[src/rtl/blink_cmd_rx_if.sv]
// Bundle of the serial input and configuration outputs of the blink command receiver.
// The receiver takes the slave side; whoever drives rx takes the master side.
interface blink_cmd_rx_if;
  logic       rx;
  logic [7:0] pattern;
  logic [7:0] on_time;
  logic [7:0] off_time;
  logic       enable;
  logic       cfg_valid;
  logic       frame_err;

  modport master (
    output rx,
    input  pattern, on_time, off_time, enable, cfg_valid, frame_err
  );

  modport slave (
    input  rx,
    output pattern, on_time, off_time, enable, cfg_valid, frame_err
  );
endinterface

[src/rtl/blink_cmd_rx.sv]
// UART 8N1 command receiver for the LED blinker: byte receiver, 4-byte frame parser
// (A5, CMD, DATA, CMD^DATA) and the blink configuration registers.
//
// state    | meaning
// S_IDLE   | waiting for a low level on the synchronised rx
// S_START  | timing to mid start bit, rejecting glitches
// S_DATA   | sampling 8 data bits, LSB first
// S_STOP   | sampling the stop bit
// P_SYNC   | hunting for the A5 sync byte
// P_CMD    | expecting the command byte
// P_DATA   | expecting the data byte
// P_CSUM   | expecting the checksum byte
module blink_cmd_rx #(
  parameter int CLK_FREQ      = 25_000_000,
  parameter int BAUD          = 115200,
  parameter int FRAME_TIMEOUT = CLK_FREQ / 10
) (
  input logic           clk,
  input logic           rst,
  blink_cmd_rx_if.slave bus
);

  localparam int CLKS_PER_BIT = CLK_FREQ / BAUD;
  localparam int CNT_W        = $clog2(CLKS_PER_BIT + 1);
  localparam int TO_W         = $clog2(FRAME_TIMEOUT + 1);

  localparam logic [CNT_W-1:0] HALF_LOAD = CNT_W'(CLKS_PER_BIT / 2 - 1);
  localparam logic [CNT_W-1:0] BIT_LOAD  = CNT_W'(CLKS_PER_BIT - 1);
  localparam logic [TO_W-1:0]  TO_LOAD   = TO_W'(FRAME_TIMEOUT - 1);

  localparam logic [1:0] S_IDLE  = 2'd0;
  localparam logic [1:0] S_START = 2'd1;
  localparam logic [1:0] S_DATA  = 2'd2;
  localparam logic [1:0] S_STOP  = 2'd3;

  localparam logic [1:0] P_SYNC = 2'd0;
  localparam logic [1:0] P_CMD  = 2'd1;
  localparam logic [1:0] P_DATA = 2'd2;
  localparam logic [1:0] P_CSUM = 2'd3;

  localparam logic [7:0] SYNC_BYTE = 8'hA5;

  logic             r_rx_meta;
  logic             r_rx_sync;
  logic [1:0]       r_rx_state;
  logic [CNT_W-1:0] r_clk_cnt;
  logic [2:0]       r_bit_cnt;
  logic [7:0]       r_shift;
  logic             r_byte_valid;
  logic             r_stop_err;

  logic [1:0]       r_p_state;
  logic [7:0]       r_cmd;
  logic [7:0]       r_data;
  logic [TO_W-1:0]  r_to_cnt;

  logic [7:0]       r_pattern;
  logic [7:0]       r_on_time;
  logic [7:0]       r_off_time;
  logic             r_enable;
  logic             r_cfg_valid;
  logic             r_frame_err;

  logic             w_csum_ok;
  logic             w_cmd_ok;
  logic             w_timeout;

  // Byte receiver; r_shift holds the completed byte while r_byte_valid is high.
  always_ff @(posedge clk) begin
    if (rst) begin
      r_rx_meta    <= 1'b1;
      r_rx_sync    <= 1'b1;
      r_rx_state   <= S_IDLE;
      r_clk_cnt    <= '0;
      r_bit_cnt    <= '0;
      r_shift      <= '0;
      r_byte_valid <= 1'b0;
      r_stop_err   <= 1'b0;
    end else begin
      r_rx_meta    <= bus.rx;
      r_rx_sync    <= r_rx_meta;
      r_byte_valid <= 1'b0;
      r_stop_err   <= 1'b0;
      case (r_rx_state)
        S_IDLE: begin
          if (!r_rx_sync) begin
            r_rx_state <= S_START;
            r_clk_cnt  <= HALF_LOAD;
            r_bit_cnt  <= '0;
          end
        end
        S_START: begin
          if (r_clk_cnt == '0) begin
            if (r_rx_sync) begin
              r_rx_state <= S_IDLE;
            end else begin
              r_rx_state <= S_DATA;
              r_clk_cnt  <= BIT_LOAD;
            end
          end else begin
            r_clk_cnt <= r_clk_cnt - 1'b1;
          end
        end
        S_DATA: begin
          if (r_clk_cnt == '0) begin
            r_shift   <= {r_rx_sync, r_shift[7:1]};
            r_clk_cnt <= BIT_LOAD;
            if (r_bit_cnt == 3'd7) begin
              r_rx_state <= S_STOP;
            end else begin
              r_bit_cnt <= r_bit_cnt + 1'b1;
            end
          end else begin
            r_clk_cnt <= r_clk_cnt - 1'b1;
          end
        end
        S_STOP: begin
          if (r_clk_cnt == '0) begin
            r_byte_valid <= r_rx_sync;
            r_stop_err   <= ~r_rx_sync;
            r_rx_state   <= S_IDLE;
          end else begin
            r_clk_cnt <= r_clk_cnt - 1'b1;
          end
        end
        default: r_rx_state <= S_IDLE;
      endcase
    end
  end

  always_comb begin
    w_csum_ok = (r_shift == (r_cmd ^ r_data));
    case (r_cmd)
      8'h01:   w_cmd_ok = 1'b1;
      8'h02:   w_cmd_ok = (r_data != 8'h00);
      8'h03:   w_cmd_ok = (r_data != 8'h00);
      8'h04:   w_cmd_ok = 1'b1;
      default: w_cmd_ok = 1'b0;
    endcase
    w_timeout = (r_p_state != P_SYNC) && !r_byte_valid && (r_to_cnt == '0);
  end

  // Frame parser and configuration registers. Stop and timeout errors never
  // coincide with a byte, so cfg_valid and frame_err stay mutually exclusive.
  always_ff @(posedge clk) begin
    if (rst) begin
      r_p_state   <= P_SYNC;
      r_cmd       <= '0;
      r_data      <= '0;
      r_to_cnt    <= '0;
      r_pattern   <= 8'hFF;
      r_on_time   <= 8'd5;
      r_off_time  <= 8'd20;
      r_enable    <= 1'b1;
      r_cfg_valid <= 1'b0;
      r_frame_err <= 1'b0;
    end else begin
      r_cfg_valid <= 1'b0;
      r_frame_err <= 1'b0;
      if (r_stop_err) begin
        r_p_state   <= P_SYNC;
        r_frame_err <= 1'b1;
      end else if (r_byte_valid) begin
        r_to_cnt <= TO_LOAD;
        case (r_p_state)
          P_SYNC: if (r_shift == SYNC_BYTE) r_p_state <= P_CMD;
          P_CMD: begin
            r_cmd     <= r_shift;
            r_p_state <= P_DATA;
          end
          P_DATA: begin
            r_data    <= r_shift;
            r_p_state <= P_CSUM;
          end
          default: begin
            r_p_state <= P_SYNC;
            if (w_csum_ok && w_cmd_ok) begin
              r_cfg_valid <= 1'b1;
              if (r_cmd == 8'h01) r_pattern  <= r_data;
              if (r_cmd == 8'h02) r_on_time  <= r_data;
              if (r_cmd == 8'h03) r_off_time <= r_data;
              if (r_cmd == 8'h04) r_enable   <= r_data[0];
            end else begin
              r_frame_err <= 1'b1;
            end
          end
        endcase
      end else if (w_timeout) begin
        r_p_state   <= P_SYNC;
        r_frame_err <= 1'b1;
      end else if (r_p_state != P_SYNC) begin
        r_to_cnt <= r_to_cnt - 1'b1;
      end
    end
  end

  assign bus.pattern   = r_pattern;
  assign bus.on_time   = r_on_time;
  assign bus.off_time  = r_off_time;
  assign bus.enable    = r_enable;
  assign bus.cfg_valid = r_cfg_valid;
  assign bus.frame_err = r_frame_err;

endmodule

[src/flat_wrapper.sv]
// flat-port wrapper written by rule: the top's interface ports become plain ports
module blink_cmd_rx_flat 
#(
  parameter int CLK_FREQ      = 25_000_000,
  parameter int BAUD          = 115200,
  parameter int FRAME_TIMEOUT = CLK_FREQ / 10
)
  (clk, rst, bus_rx, bus_pattern, bus_on_time, bus_off_time, bus_enable, bus_cfg_valid, bus_frame_err);
  blink_cmd_rx_if bus_i ();
  input logic clk;
  input logic rst;
  input wire logic [$bits(bus_i.rx)-1:0] bus_rx;
  output wire logic [$bits(bus_i.pattern)-1:0] bus_pattern;
  output wire logic [$bits(bus_i.on_time)-1:0] bus_on_time;
  output wire logic [$bits(bus_i.off_time)-1:0] bus_off_time;
  output wire logic [$bits(bus_i.enable)-1:0] bus_enable;
  output wire logic [$bits(bus_i.cfg_valid)-1:0] bus_cfg_valid;
  output wire logic [$bits(bus_i.frame_err)-1:0] bus_frame_err;
  assign bus_i.rx = bus_rx;
  assign bus_pattern = bus_i.pattern;
  assign bus_on_time = bus_i.on_time;
  assign bus_off_time = bus_i.off_time;
  assign bus_enable = bus_i.enable;
  assign bus_cfg_valid = bus_i.cfg_valid;
  assign bus_frame_err = bus_i.frame_err;
  blink_cmd_rx #(.CLK_FREQ(CLK_FREQ), .BAUD(BAUD), .FRAME_TIMEOUT(FRAME_TIMEOUT)) u_core (.clk(clk), .rst(rst), .bus(bus_i));
endmodule
[config.mk]
export PLATFORM = sky130hd
export DESIGN_NAME = blink_cmd_rx_flat
export DESIGN_NICKNAME = d
export VERILOG_FILES = /design/src/rtl/blink_cmd_rx_if.sv /design/src/rtl/blink_cmd_rx.sv /design/src/flat_wrapper.sv
export SDC_FILE = /design/constraint.sdc
export NUM_CORES = 1
export LEC_CHECK = 0
export BUFFER_PORTS_ARGS = -buffer_cell sky130_fd_sc_hd__buf_4
export CORE_ASPECT_RATIO = 0.7
export CORE_MARGIN = 2
export CORE_UTILIZATION = 45
export DETAILED_ROUTE_END_ITERATION = 10
export PLACE_DENSITY_LB_ADDON = 0.08
export SETUP_SLACK_MARGIN = 0.2
export SLEW_MARGIN = 20
export SYNTH_ARGS = -nofsm -noshare
export SYNTH_HDL_FRONTEND = slang
export SYNTH_SLANG_ARGS = --single-unit
[constraint.sdc]
create_clock -name clk -period 3.5 [get_ports clk]
set_clock_uncertainty 0.15 [all_clocks]
set_input_delay 0.7 -clock clk [delete_from_list [all_inputs] [get_ports clk]]
set_output_delay 0.7 -clock clk [all_outputs]
set_load 0.005 [all_outputs]
## Word level (Yosys, flattened, before mapping)

Index checks and enable logic that the tools add are counted.

| storage, ports and cells | value |
|---|---|
| register bits after elaboration | 92 |
| input bits | 3 |
| output and inout bits | 27 |

| cells by class | value |
|---|---|
| reduce and logical (&&, ||, !) cells | 31 |
| equality and inequality tests | 22 |
| multiplexer cells | 31 |
| add/sub/neg operators | 3 |
| bitwise logic cells | 7 |

Operators by type and width:

| cell | number |
|---|---|
| $mux 22 | 3 |
| $mux 8 | 5 |
| $pmux 8 s4 | 1 |
| $reduce_and 5->1 | 5 |
| $logic_not 22->1 | 1 |
| $sub 22x1->22 const B | 1 |
| $mux 2 | 9 |
| $eq 8x2->1 const B | 2 |
| $reduce_and 3->1 | 4 |
| $ne 2x1->1 const B | 5 |
| $mux 3 | 3 |
| $eq 8x1->1 const B | 1 |
| $eq 8x3->1 const B | 1 |
| $eq 8x8->1 | 1 |
| $eq 8x8->1 const B | 1 |
| $logic_not 8->1 | 1 |
| $pmux 2 s4 | 1 |
| $reduce_bool 2->1 | 4 |
| $reduce_bool 8->1 | 1 |
| $sub 8x1->8 const B | 1 |
| $xor 8x8->8 | 1 |
| $eq 2x2->1 const B | 3 |
| $mux 1 | 6 |
| $ne 2x2->1 const B | 3 |
| other kinds (16) | 30 |

## Longest topological paths before layout

Gate-level depths: netlist (run 1).

| logic depth | value |
|---|---|
| depth in word-level cells | 8 |
| mapped depth | 8 |
| depth with buffers taken out | 7 |

## Worst setup path after synthesis (run 1)

No wires, ideal clock.

| timing | value |
|---|---|
| path kind | register to register |
| from | register u_core.r_to_cnt[8] |
| to | register u_core.r_to_cnt[19] |
| required time | 3.280 ns |
| path buffers | 1 |
| setup time | 0.070 ns |
| clock period less this slack | 2.247 ns |
| data arrival time | 2.027 ns |
| slack | 1.253 ns |
| cell stages (with the launch flop) | 6 |
| cell sequence | dfxtp_1 or4_4 or3_4 buf_6 or4_1 a21oi_1 |

| between the ends | value |
|---|---|
| word-level cells in the longest chain between the ends | 4 |
| elaborated cells on any way between the ends | 8 |

RTL lines:

| item | RTL line | source |
|---|---|---|
| start, declared | blink_cmd_rx.sv:55 | `logic [TO_W-1:0] r_to_cnt;` |
| start signal, assigned | blink_cmd_rx.sv:192 | `r_to_cnt <= r_to_cnt - 1'b1;` |
| $sub 22x1->22 / $logic_not 22->1 (equally long branches) | blink_cmd_rx.sv:192, blink_cmd_rx.sv:140 |  |
| $mux 22 / $logic_and 1x1->1 (equally long branches) | blink_cmd_rx.sv:191, blink_cmd_rx.sv:140 |  |
| $mux 22 / $ne 2x1->1 (equally long branches) | - |  |
| $mux 22 / $reduce_and 3->1 (equally long branches) | - |  |

Parallel ways exist; a longest one is shown, timed or not. The select of a mux whose other input is x is not followed.
A chain may end at the register's enable or synchronous reset.

## Worst setup path in the final report (run 1)

| timing | value |
|---|---|
| from | register u_core.r_cmd[0] |
| to | register u_core.r_pattern[4] (netlist: u_core.bus.pattern[4]) |

| between the ends | value |
|---|---|
| word-level cells in the longest chain between the ends | 5 |
| elaborated cells on any way between the ends | 11 |

RTL lines:

| item | RTL line | source |
|---|---|---|
| start, declared | blink_cmd_rx.sv:53 | `logic [7:0] r_cmd;` |
| start signal, assigned | blink_cmd_rx.sv:168 | `r_cmd <= r_shift;` |
| $eq 8x3->1, or another cell as far along | blink_cmd_rx.sv:133 | `case (r_cmd)` |
| $reduce_or 2->1 (no line) | - |  |
| $pmux 1 s2 | blink_cmd_rx.sv:133 |  |
| $logic_and 1x1->1 | blink_cmd_rx.sv:177 | `if (w_csum_ok && w_cmd_ok) begin` |
| $reduce_and 5->1 (no line) * | - |  |
| end signal, assigned | blink_cmd_rx.sv:179 | `if (r_cmd == 8'h01) r_pattern <= r_data;` |
| end, declared | blink_cmd_rx.sv:57 | `logic [7:0] r_pattern;` |

Every way passes the cells marked *; elsewhere a longest branch is shown, timed or not.

==> impl_results.md, run 1 <==
* Outcome: finished, final reports clean
* # H-tree levels at 3
* Antenna Violating Nets Remaining at 0
* Final wirelength at 10.4 mm
* Worst path slowest cell: or4b_2
* Area of the core at 0.00980 mm²
* Synth Area in Adders at 3.84%
* Total CTS buffers at 9
* Post-Syn Instances at 518
* Vias in the first global route at 3383
* Post-CTS setup buffers at 0
* PostCTS Resize Cnt at 0
* Vias post-DR at 3791
* RD Place Congestion at 0.780
* Worst slack, placed at 0.773 ns
* Power Total at 2.43 mW
* Min Tclk post-route at 2.76 ns
* Layout cell share with drive strength beyond 1 at 11.8%
* Maxcap violations at 0
* DIE WIDTH at 124 µm
* Post-synth EDFFs at 0
* Initial Util at 46.6%
* N_diodes at 0
* Slew of the pin with the lowest slew margin at 0.969 ns
* Cell area after synthesis at 0.00456 mm²
* GR Util met3 at 4.53%
* Setup_tns at 0 ns
* Drt drc at 0
* Crit path required time at 3.61 ns
* Largest net degree at the start of global routing at 94
* RSZ-0062 raised after global routing: false
* Max FO, Critical Path at 18
* Post-synthesis mux area share at 5.26%
* Sink Count at 92
* Leakage at 1.89 nW
* Layout area overhead at 12.8%
* Synth Flop Type: dfxtp_1
* Drt pass-1 iters at 4
* Wire per inst at 15.7 µm
* Slew HR at 35.4%
* DP HPWL at 7.12 mm
* Syn Area/Cell at 8.81 µm²
* M2 GR Usage at 26.7%
* I/O pins at 30
* Post-Synth Simple-Gate Area at 24.6%
* XOR/XNOR share of the synthesized area at 6.03%
* Main combinational cell family by area after synthesis: simple AND/OR/NAND/NOR gates
* Top Family by Delay on Critical Path: simple AND/OR/NAND/NOR gates
* Sequential share of the synthesized area at 40.4%
* Critical Path AT at 2.87 ns
* CP bufs+invs at 1
* Yosys synthesis warning count at 0
* Clock root buffer: clkbuf_16
* Die H at 88.3 µm
* GRT Resource Usage Total at 19.4%
* Nets@finish at 548
* Async SR Flop Fraction at 0%
* Worst skew pair latency at 0.33 ns
* Fmax at 362 MHz
* Kind of start point of the critical path: flop
* Max clock buf depth at 2
* Post-Syn Nets at 535
* Fin. Hold Viols at 0
* Crit-path cells: inv_1, or4b_2, nor3_4, mux2i_1
* Grt peak-use layer: met1
* Compound-Gate Fraction of Synth Area at 16.2%
* Critical path class: flop to flop
* Final Cell Area at 0.00514 mm²
* Port bufs at 29
* Die area at 0.0110 mm²
* Slowest stage delay, CP at 0.78 ns
* Initial antenna violation count at 0
* Yosys reg bits at 92
* Synth cell types at 56
* Site Rows at 30
* Slew Limit Fails at 0
* CTS tree: yes
* CTS Hold Bufs at 0
* Routed vias/inst at 5.72
* Final WS setup at 0.740 ns
* First-pass GRT wire length at 17.3 mm
* DR iter-0 viols at 298
* Final Cycle Share at 78.9%
* Critical path capture point type: flop
* Met1 Resource Use GR at 30.4%
* Final setup vio count at 0
* Grt total ovfl at 0
* Min-delay worst type: flop to flop
* Clock transition at path regs at 0.06 ns
* Worst VDD drop at 259 µV
* Post-Place Cell Area at 0.00484 mm²
* PwrDens at 472 mW/mm²
-- through the flow --
| stage | utilization [%] | instances | hold WS (ns) |
|---|---|---|---|
| after floorplan | - | 518 | 0.239 |
| after global placement | 49.4 | 648 | 0.243 |
| after detailed placement | 49.4 | 648 | 0.248 |
| after CTS | 52.5 | 663 | 0.262 |
| after global routing | 52.5 | 663 | 0.265 |
| final | 52.5 | 663 | 0.259 |
-- Yosys cell counts, types with 2 or more instances --
cell | number | share of area (%)
xor2_1 | 13 | 2.5
xor3_1 | 3 | 1.6
nand2b_1 | 5 | 0.69
nor2_1 | 56 | 4.6
or2_2 | 5 | 0.69
a21oi_1 | 54 | 5.9
and4_1 | 2 | 0.38
ha_1 | 14 | 3.8
a31oi_1 | 7 | 0.96
nand2_1 | 32 | 2.6
o21ai_0 | 14 | 1.5
dfxtp_1 | 92 | 40
or4b_2 | 3 | 0.66
o211ai_1 | 7 | 1.2
nand3b_1 | 3 | 0.49
nand4b_1 | 2 | 0.38
clkbuf_1 | 24 | 2.0
xnor3_1 | 4 | 2.0
and2_1 | 5 | 0.69
or3_1 | 6 | 0.82
nor3_1 | 10 | 1.1
mux2i_1 | 24 | 5.3
nor2b_1 | 3 | 0.41
inv_1 | 12 | 0.99
nand3_1 | 23 | 2.5
o31ai_1 | 18 | 3.0
nor4_2 | 2 | 0.55
nor3b_1 | 3 | 0.49
buf_2 | 4 | 0.44
o21a_1 | 3 | 0.49
nor4b_1 | 2 | 0.38
nand4_1 | 16 | 2.2
a211oi_1 | 8 | 1.3
nor4_1 | 10 | 1.4
or4_1 | 8 | 1.3
-- kinds of logic after synthesis --
kind of cell	after synthesis
simple gates	205
compound gates	121
mux	24
fa+ha+maj	14
xor+xnor	20
buf+inv	42
flops	92
-- final timing paths --
| check | slack (ns) | cells past startpoint | end | start |
|---|---|---|---|---|
| min | 0.26 | 1 | u_core.r_rx_sync$_SDFF_PP1_ | u_core.r_rx_meta$_SDFF_PP1_ |
| min reg2reg | 0.26 | 1 | u_core.r_rx_sync$_SDFF_PP1_ | u_core.r_rx_meta$_SDFF_PP1_ |
| max reg2reg | 0.74 | 4 | u_core.bus.pattern[4]$_SDFFE_PP1P_ | u_core.r_cmd[0]$_SDFFE_PP0P_ |
| max | 0.74 | 4 | u_core.bus.pattern[4]$_SDFFE_PP1P_ | u_core.r_cmd[0]$_SDFFE_PP0P_ |
-- state kept, by name, indices dropped and copies added (netlist names), named ones only --
name / cells
u_core.r_to_cnt: 22
u_core.bus.off_time: 8
u_core.r_clk_cnt: 8
u_core.r_p_state: 2
u_core.bus.cfg_valid: 1
u_core.r_rx_state: 1
u_core.r_byte_valid: 1
u_core.r_rx_meta: 1
u_core.r_bit_cnt: 3
u_core.bus.frame_err: 1
u_core.r_stop_err: 1
u_core.bus.pattern: 8
u_core.bus.on_time: 8
u_core.r_cmd: 8
u_core.r_shift: 8
u_core.r_rx_sync: 1
u_core.bus.enable: 1
u_core.r_data: 8
-- area by class of cell --
class                      count  area, µm²
tap                          128        160
sequential                    92       1840
clock buffer                  10        229
timing repair buffer          32        240
inverter                      12       45.0
multi-input combinational    384       2550
clock inverter                 5       77.6
fill                         927       4650
-- report_power, final --
group          internal, mW  total, mW  switching, mW
Sequential             1.07       1.10         0.0311
Clock                 0.619       1.01          0.391
Combinational         0.118      0.317          0.199
Total                  1.81       2.43          0.621
-- metal layers --
layer  part of all wire (%)  up-vias
met5                      0        -
met4                   0.32        0
li1                       -     1923
met2                     41       74
met3                    5.5        2
met1                     53     1792
-- cell usage in the layout, fill, tap and decap left out, types with 8 or more instances in the layout --
cell type  instances
or4_1              8
o21ai_0           14
mux2i_1           24
buf_4             32
xor2_1            13
a211oi_1           8
nor2_1            56
nor4_1            10
dfxtp_1           92
nand2_1           32
nand3_1           23
ha_1              14
nand4_1           16
a21oi_1           54
inv_1             12
nor3_1            10
o31ai_1           18
clkbuf_16          9
No activity file was read; power rests on OpenSTA's default activity.
==> run 2, diff against run 1 <==
ABC_AREA = 1   (was unset)
clock period = 2.3 ns   (was 3.5 ns; I/O delays follow)
==> run 2 against run 1 <==
Compared with the run above: design area rose by 13%; synthesized cell count increased by 41%; non-clock buffer count grew 10; clock-buffer cell count grew 2; critical endpoint is now u_core.bus.on_time[4]$_SDFFE_PP0P_; largest power group is now combinational cells; highest routed layer unchanged.
==> impl_results.md, run 2 <==
* Initial Util at 46.1%
* Min Tclk post-route at 1.96 ns
* Kind of start point of the critical path: flop
* Maxcap violations at 0
* Cell area after synthesis at 0.00507 mm²
* Drt pass-1 iters at 5
* Min-delay worst type: primary input to flop
* Worst slack, placed at 0.172 ns
* Critical Path AT at 2.05 ns
* DR iter-0 viols at 268
* DIE WIDTH at 131 µm
* # H-tree levels at 3
* Synth Flop Type: dfxtp_1
* Post-Syn Instances at 728
* Commonest non-fill, non-tap cell in the layout: nand2_1
* Syn Area/Cell at 6.97 µm²
* Power Internal at 3.48 mW
* Crit path required time at 2.39 ns
* Sequential share of the synthesized area at 36.3%
* Placed Cells at 899
* DP HPWL at 9.18 mm
* Most instantiated library cell after synthesis: nand2_1
* Clock root buffer: clkbuf_16
* Outcome: finished, final reports clean
* Filler instances at 1107
* Synth cell types at 42
* CP bufs+invs at 2
* Site Rows at 32
* Fin. Hold Viols at 0
* Async SR Flop Fraction at 0%
* Worst VDD drop at 440 µV
* Max reg flops at 22
* Final Cell Area at 0.00580 mm²
* Post-Syn Nets at 745
* Setup_tns at 0 ns
* Critical path class: flop to flop
* Antenna Violating Nets Remaining at 0
* I/O pins at 30
* Vias post-DR at 4728
* Slowest stage delay, CP at 0.44 ns
* Largest net degree at the start of global routing at 60
* Crit path top cell by count: nand2_1
* Grt total ovfl at 0
* Wire per inst at 14.0 µm
* Total CTS buffers at 9
* Final WS setup at 0.339 ns
* Worst path slowest cell: dfxtp_1
* Slew Limit Fails at 0
* Drt drc at 0
* Post-Place Cell Area at 0.00543 mm²
* CTS tree: yes
* Post-synth EDFFs at 0
* First-pass GRT wire length at 21.1 mm
* Final wirelength at 12.9 mm
* Vias in the first global route at 4278
* PwrDens at 1010 mW/mm²
* Yosys synthesis warning count at 0
* Initial antenna violation count at 0
* Slew HR at 62.7%
* Port bufs at 29
* Sink Count at 92
* Synth area leaders: dfxtp_1, nand2_1, nor2_1
* Layout area overhead at 14.4%
* Routed vias/inst at 5.14
* Commonest cells in the netlist: nand2_1, dfxtp_1, nor2_1, nand3_1, a21oi_1
* Fmax at 510 MHz
* Final setup vio count at 0
* Worst skew pair latency at 0.34 ns
* Die H at 92.8 µm
* Sequential Power Share at 32.4%
* Critical path capture point type: flop
* Util after Layout at 52.7%
* Sw Share at 40.6%
* Share of the synthesized area in the top cell type at 36.3%
* Final Cycle Share at 85.2%
* Cell taking the most area after synthesis: dfxtp_1
* Nets@finish at 780
* Slew of the pin with the lowest slew margin at 0.558 ns
* P_sw at 2.38 mW
* Area of the core at 0.0110 mm²
* Clock power share at 23.1%
* Comb power frac at 44.5%
* Yosys reg bits at 92
* Top Family by Delay on Critical Path: simple AND/OR/NAND/NOR gates
* Max clock buf depth at 2
* RSZ-0062 raised after global routing: false
* Max FO, Critical Path at 8
* Crit-path cells: inv_2, nand2_1, nand2_1, nand2_1, nand2_1, nor2_1, nand2_2, nor2_8, buf_12, nand4_1, nand2_1, nor2_1
* Most flops, register: u_core.r_to_cnt
* GRT Resource Usage Total at 22.1%
* Non-Filler Instances at 920
* Layout cell share with drive strength beyond 1 at 17.7%
* N_diodes at 0
* Leakage at 2.62 nW
* RD Place Congestion at 0.890
* Clock transition at path regs at 0.06 ns
* Die area at 0.0122 mm²
* Most frequent cells in the layout: nand2_1, dfxtp_1, nor2_1
==> run 2: cell count changes in the layout (fill, tap and decap cells not counted), sizes merged, moves of 12 or more <==
cell,change
o31ai,-19
nand3,+43
nor2,+44
nand2,+176
nor4,-12
mux2i,-24
inv,+51
o21ai,+29
==> run 2: worst reg2reg max path, stage by stage, from the launching register on <==
cell,delay (ns)
dfxtp_1,0.44
inv_2,0.10
nand2_1,0.09
nand2_1,0.06
nand2_1,0.05
nand2_1,0.07
nor2_1,0.16
nand2_2,0.15
nor2_8,0.23
buf_12,0.15
nand4_1,0.08
nand2_1,0.09
nor2_1,0.04
==> run 2: final cells by class <==
cell class                      instances  area, µm²  share of cell area, %
Clock buffer                           12        236                   4.08
Clock inverter                          3       25.0                  0.431
Inverter                               63        239                   4.12
Multi-Input combinational cell        555       2910                   50.1
Sequential cell                        92       1850                   31.9
Tap cell                              153        191                   3.30
Timing Repair Buffer                   42        353                   6.08
==> run 2: worst paths after layout <==
path / cells past startpoint / slack, ns / from / to
hold reg to reg: 1 / 0.27 / u_core.r_rx_meta$_SDFF_PP1_ / u_core.r_rx_sync$_SDFF_PP1_
setup reg to reg: 12 / 0.34 / u_core.r_data[0]$_SDFFE_PP0P_ / u_core.bus.on_time[4]$_SDFFE_PP0P_
hold / removal: 2 / 0.15 / bus_rx / u_core.r_rx_meta$_SDFF_PP1_
setup / recovery: 12 / 0.34 / u_core.r_data[0]$_SDFFE_PP0P_ / u_core.bus.on_time[4]$_SDFFE_PP0P_
==> run 2: per-stage QoR <==
step / hold slack [ns] / total power [mW]
3_3_place_gp: 0.242 / 4.30
5_1_grt: 0.156 / 6.34
2_1_floorplan: 0.239 / 3.99
6_report: 0.148 / 5.86
4_1_cts: 0.141 / 5.75
3_5_place_dp: 0.249 / 4.36
==> run 2: power groups by stage <==
stage / Sequential, mW / Combinational [mW] / Clock (mW)
after global routing: 1.92 / 2.96 / 1.45
after floorplan: 1.89 / 2.10 / 0
after global placement: 1.93 / 2.37 / 0
after CTS: 1.90 / 2.46 / 1.40
after detailed placement: 1.93 / 2.42 / 0
final: 1.90 / 2.60 / 1.35
==> run 2: logic make-up after synthesis <==
group	Yosys count	share of synthesized area [%]
AND/OR/NAND/NOR	418	38.8
AO/OA/AOI/OAI	113	12.8
flip-flops	92	36.3
buffers and inverters	82	7.13
adder cells (fa/ha/maj)	14	3.45
XOR/XNOR	9	1.55
==> run 2: what timing repair did <==
action,4_1_cts,5_1_grt
gates resized for setup,0,13
hold buffers,0,0
setup buffers,2,3
pin swaps,1,2
setup endpoints to repair,5,46
gates cloned,0,1
==> run 2: per-layer routing <==
| layer | vias up | GRT usage, % | wire length, µm |
|---|---|---|---|
| met3 | 11 | 4.62 | 655 |
| met2 | 92 | 30.5 | 5120 |
| met1 | 2167 | 34.5 | 6990 |
| met5 | - | 0 | 0 |
| met4 | 0 | 5.14 | 106 |
| li1 | 2458 | - | - |
==> run 3, diff against run 2 <==
GPL_TIMING_DRIVEN = 0   (was unset)
MAX_ROUTING_LAYER = met4   (was unset)
==> run 3 against run 2 <==
Compared with the run above: sequential cell count unchanged; hold slack about the same; sequential power about the same; fmax decreased by 2.0%; global-route usage increased by 1.9 points; clock-buffer cell count unchanged; final cell count increased by 0.76%; via count increased by 2.6%; critical path depth decreased by 6; worst setup slack got worse by 0.039 ns; largest power group unchanged.
==> impl_results.md, run 3 (synthesis results as in run 2) <==
* Total CTS buffers at 9
* Clock root buffer: clkbuf_16
* Worst path slowest cell: clkbuf_1
* Port bufs at 28
* Worst skew pair latency at 0.35 ns
* Nets@finish at 786
* # H-tree levels at 3
* Non-Filler Instances at 927
* Placed Cells at 909
* Die area at 0.0122 mm²
* Leakage at 2.61 nW
* Initial antenna violation count at 0
* Worst VDD drop at 449 µV
* WL met2 at 5.21 mm
* Max reg flops at 22
* Kind of start point of the critical path: flop
* Maxcap violations at 0
* Crit path depth at 6
* Fmax at 500 MHz
* RD Place Congestion at 0.925
* End of the critical path: u_core.r_data[6]$_SDFFE_PP0P_
* Fin. Hold Viols at 0
* Top Family by Delay on Critical Path: buffers and inverters
* Vias post-DR at 4851
* N_diodes at 0
* Crit path required time at 2.43 ns
* First-pass GRT wire length at 21.9 mm
* Most frequent cells in the layout: nand2_1, dfxtp_1, nor2_1
* Flop-to-flop setup slack at 0.30 ns
* Largest net degree at the start of global routing at 16
* Max clock buf depth at 2
* Vias in the first global route at 4374
* Die H at 92.8 µm
* Register area at 0.00185 mm²
* Slew HR at 49.6%
* Util after Layout at 52.7%
* Clock transition at path regs at 0.07 ns
* Commonest non-fill, non-tap cell in the layout: nand2_1
* Top Layer Used: met4
* Layout cell share with drive strength beyond 1 at 17.7%
* DIE WIDTH at 131 µm
* CP bufs+invs at 2
* Critical Path AT at 2.13 ns
* Final wirelength at 13.4 mm
* PwrDens at 1030 mW/mm²
* Wire length on met1 at 7.16 mm
* Worst hold stages at 2
* Outcome: finished, final reports clean
* Min Tclk post-route at 2.00 ns
* Initial Util at 46.1%
* Drt pass-1 iters at 6
* Worst hold slack at 0.148 ns
* Grt total ovfl at 0
* Critical path class: flop to flop
* Wire per inst at 14.4 µm
* Slew of the pin with the lowest slew margin at 0.757 ns
* Final WS setup at 0.300 ns
* Min-delay worst type: primary input to flop
* FF-to-FF path depth at 6
* DR WL met3 at 875 µm
* Critical Path Source: u_core.r_p_state[0]$_SDFFE_PP0P_
* CTS tree: yes
* Antenna Violating Nets Remaining at 0
* I/O pins at 30
* Critical path capture point type: flop
* Max FO, Critical Path at 10
* Area of the core at 0.0110 mm²
* Routed vias/inst at 5.23
* Sink Count at 92
* Worst slack, placed at 0.117 ns
* RR Endpoint: u_core.r_data[6]$_SDFFE_PP0P_
* GRT Resource Usage Total at 24.0%
* Area of the multi-input gates at 0.00289 mm²
* Slew Limit Fails at 0
* Site Rows at 32
* Most flops, register: u_core.r_to_cnt
* RSZ-0062 raised after global routing: false
* Slowest stage delay, CP at 0.52 ns
* DR iter-0 viols at 359
* Worst r2r src: u_core.r_p_state[0]$_SDFFE_PP0P_
* DP HPWL at 9.89 mm
* Crit-path cells: inv_1, ha_1, nand2_1, clkbuf_1, o21ai_0, a21oi_1
* Layout area overhead at 14.4%
* Filler instances at 1106
* Drt drc at 0
* Setup_tns at 0 ns
* Final Cycle Share at 87.0%
* Final setup vio count at 0
-- run 3: cell count changes in the layout (fill, tap and decap cells not counted), moves of 2 or more --
cell and delta:
buf_1 +2, buf_12 -2, buf_4 -8, buf_6 +4
clkbuf_1 +8, clkbuf_8 +2, dfxtp_2 +3, dfxtp_4 -2
ha_2 +2
-- run 3: metal layers --
metal  GRT usage, %  up-vias
met4           5.41        0
li1               -     2462
met5              -        -
met1           36.5     2227
met3           5.14       12
met2           31.9      150
-- run 3: worst min path at each step --
stage | endpoint | from | slack (ns)
3_5_place_dp | u_core.r_rx_sync$_SDFF_PP1_ | u_core.r_rx_meta$_SDFF_PP1_ | 0.25
3_3_place_gp | u_core.r_rx_sync$_SDFF_PP1_ | u_core.r_rx_meta$_SDFF_PP1_ | 0.25
2_1_floorplan | u_core.r_rx_sync$_SDFF_PP1_ | u_core.r_rx_meta$_SDFF_PP1_ | 0.24
4_1_cts | u_core.r_rx_meta$_SDFF_PP1_ | bus_rx | 0.14
6_report | u_core.r_rx_meta$_SDFF_PP1_ | bus_rx | 0.15
5_1_grt | u_core.r_rx_meta$_SDFF_PP1_ | bus_rx | 0.14
-- run 3: report_power, final --
group | total [mW] | leakage [nW] | switching, mW | internal, mW
Combinational | 2.60 | 1.72 | 1.60 | 1.00
Clock | 1.47 | 0.139 | 0.669 | 0.799
Sequential | 1.90 | 0.746 | 0.160 | 1.74
Total | 5.97 | 2.61 | 2.43 | 3.54
-- run 3: worst register-to-register path: cells and delay by family, from the launching register on --
kind            cells  cell delay (ns)
buf+inv             2             0.60
compound gates      2             0.29
flops               1             0.36
fa+ha+maj           1             0.22
simple gates        1             0.31
-- run 3: through the flow --
| step | cell area (µm²) | total power [mW] |
|---|---|---|
| final | 5800 | 5.97 |
| after floorplan | 5070 | 3.99 |
| after CTS | 5770 | 5.93 |
| after global placement | 5470 | 4.40 |
| after detailed placement | 5470 | 4.45 |
| after global routing | 5800 | 6.42 |
-- run 3: final cells by class --
class	count	share of cell area [%]
Inverter	63	4.12
Buffer	19	2.11
Timing Repair Buffer	30	3.88
Tap cell	153	3.30
Multi-Input combinational cell	554	49.8
Sequential cell	92	31.8
Clock buffer	12	4.42
Clock inverter	4	0.582
-- run 3: timing repair --
action                     CTS  global route
setup endpoints to repair   10            44
resized for setup            1            12
hold buffers                 0             0
setup buffers                0             2
pin swaps                    0             2
cloned                       0             0
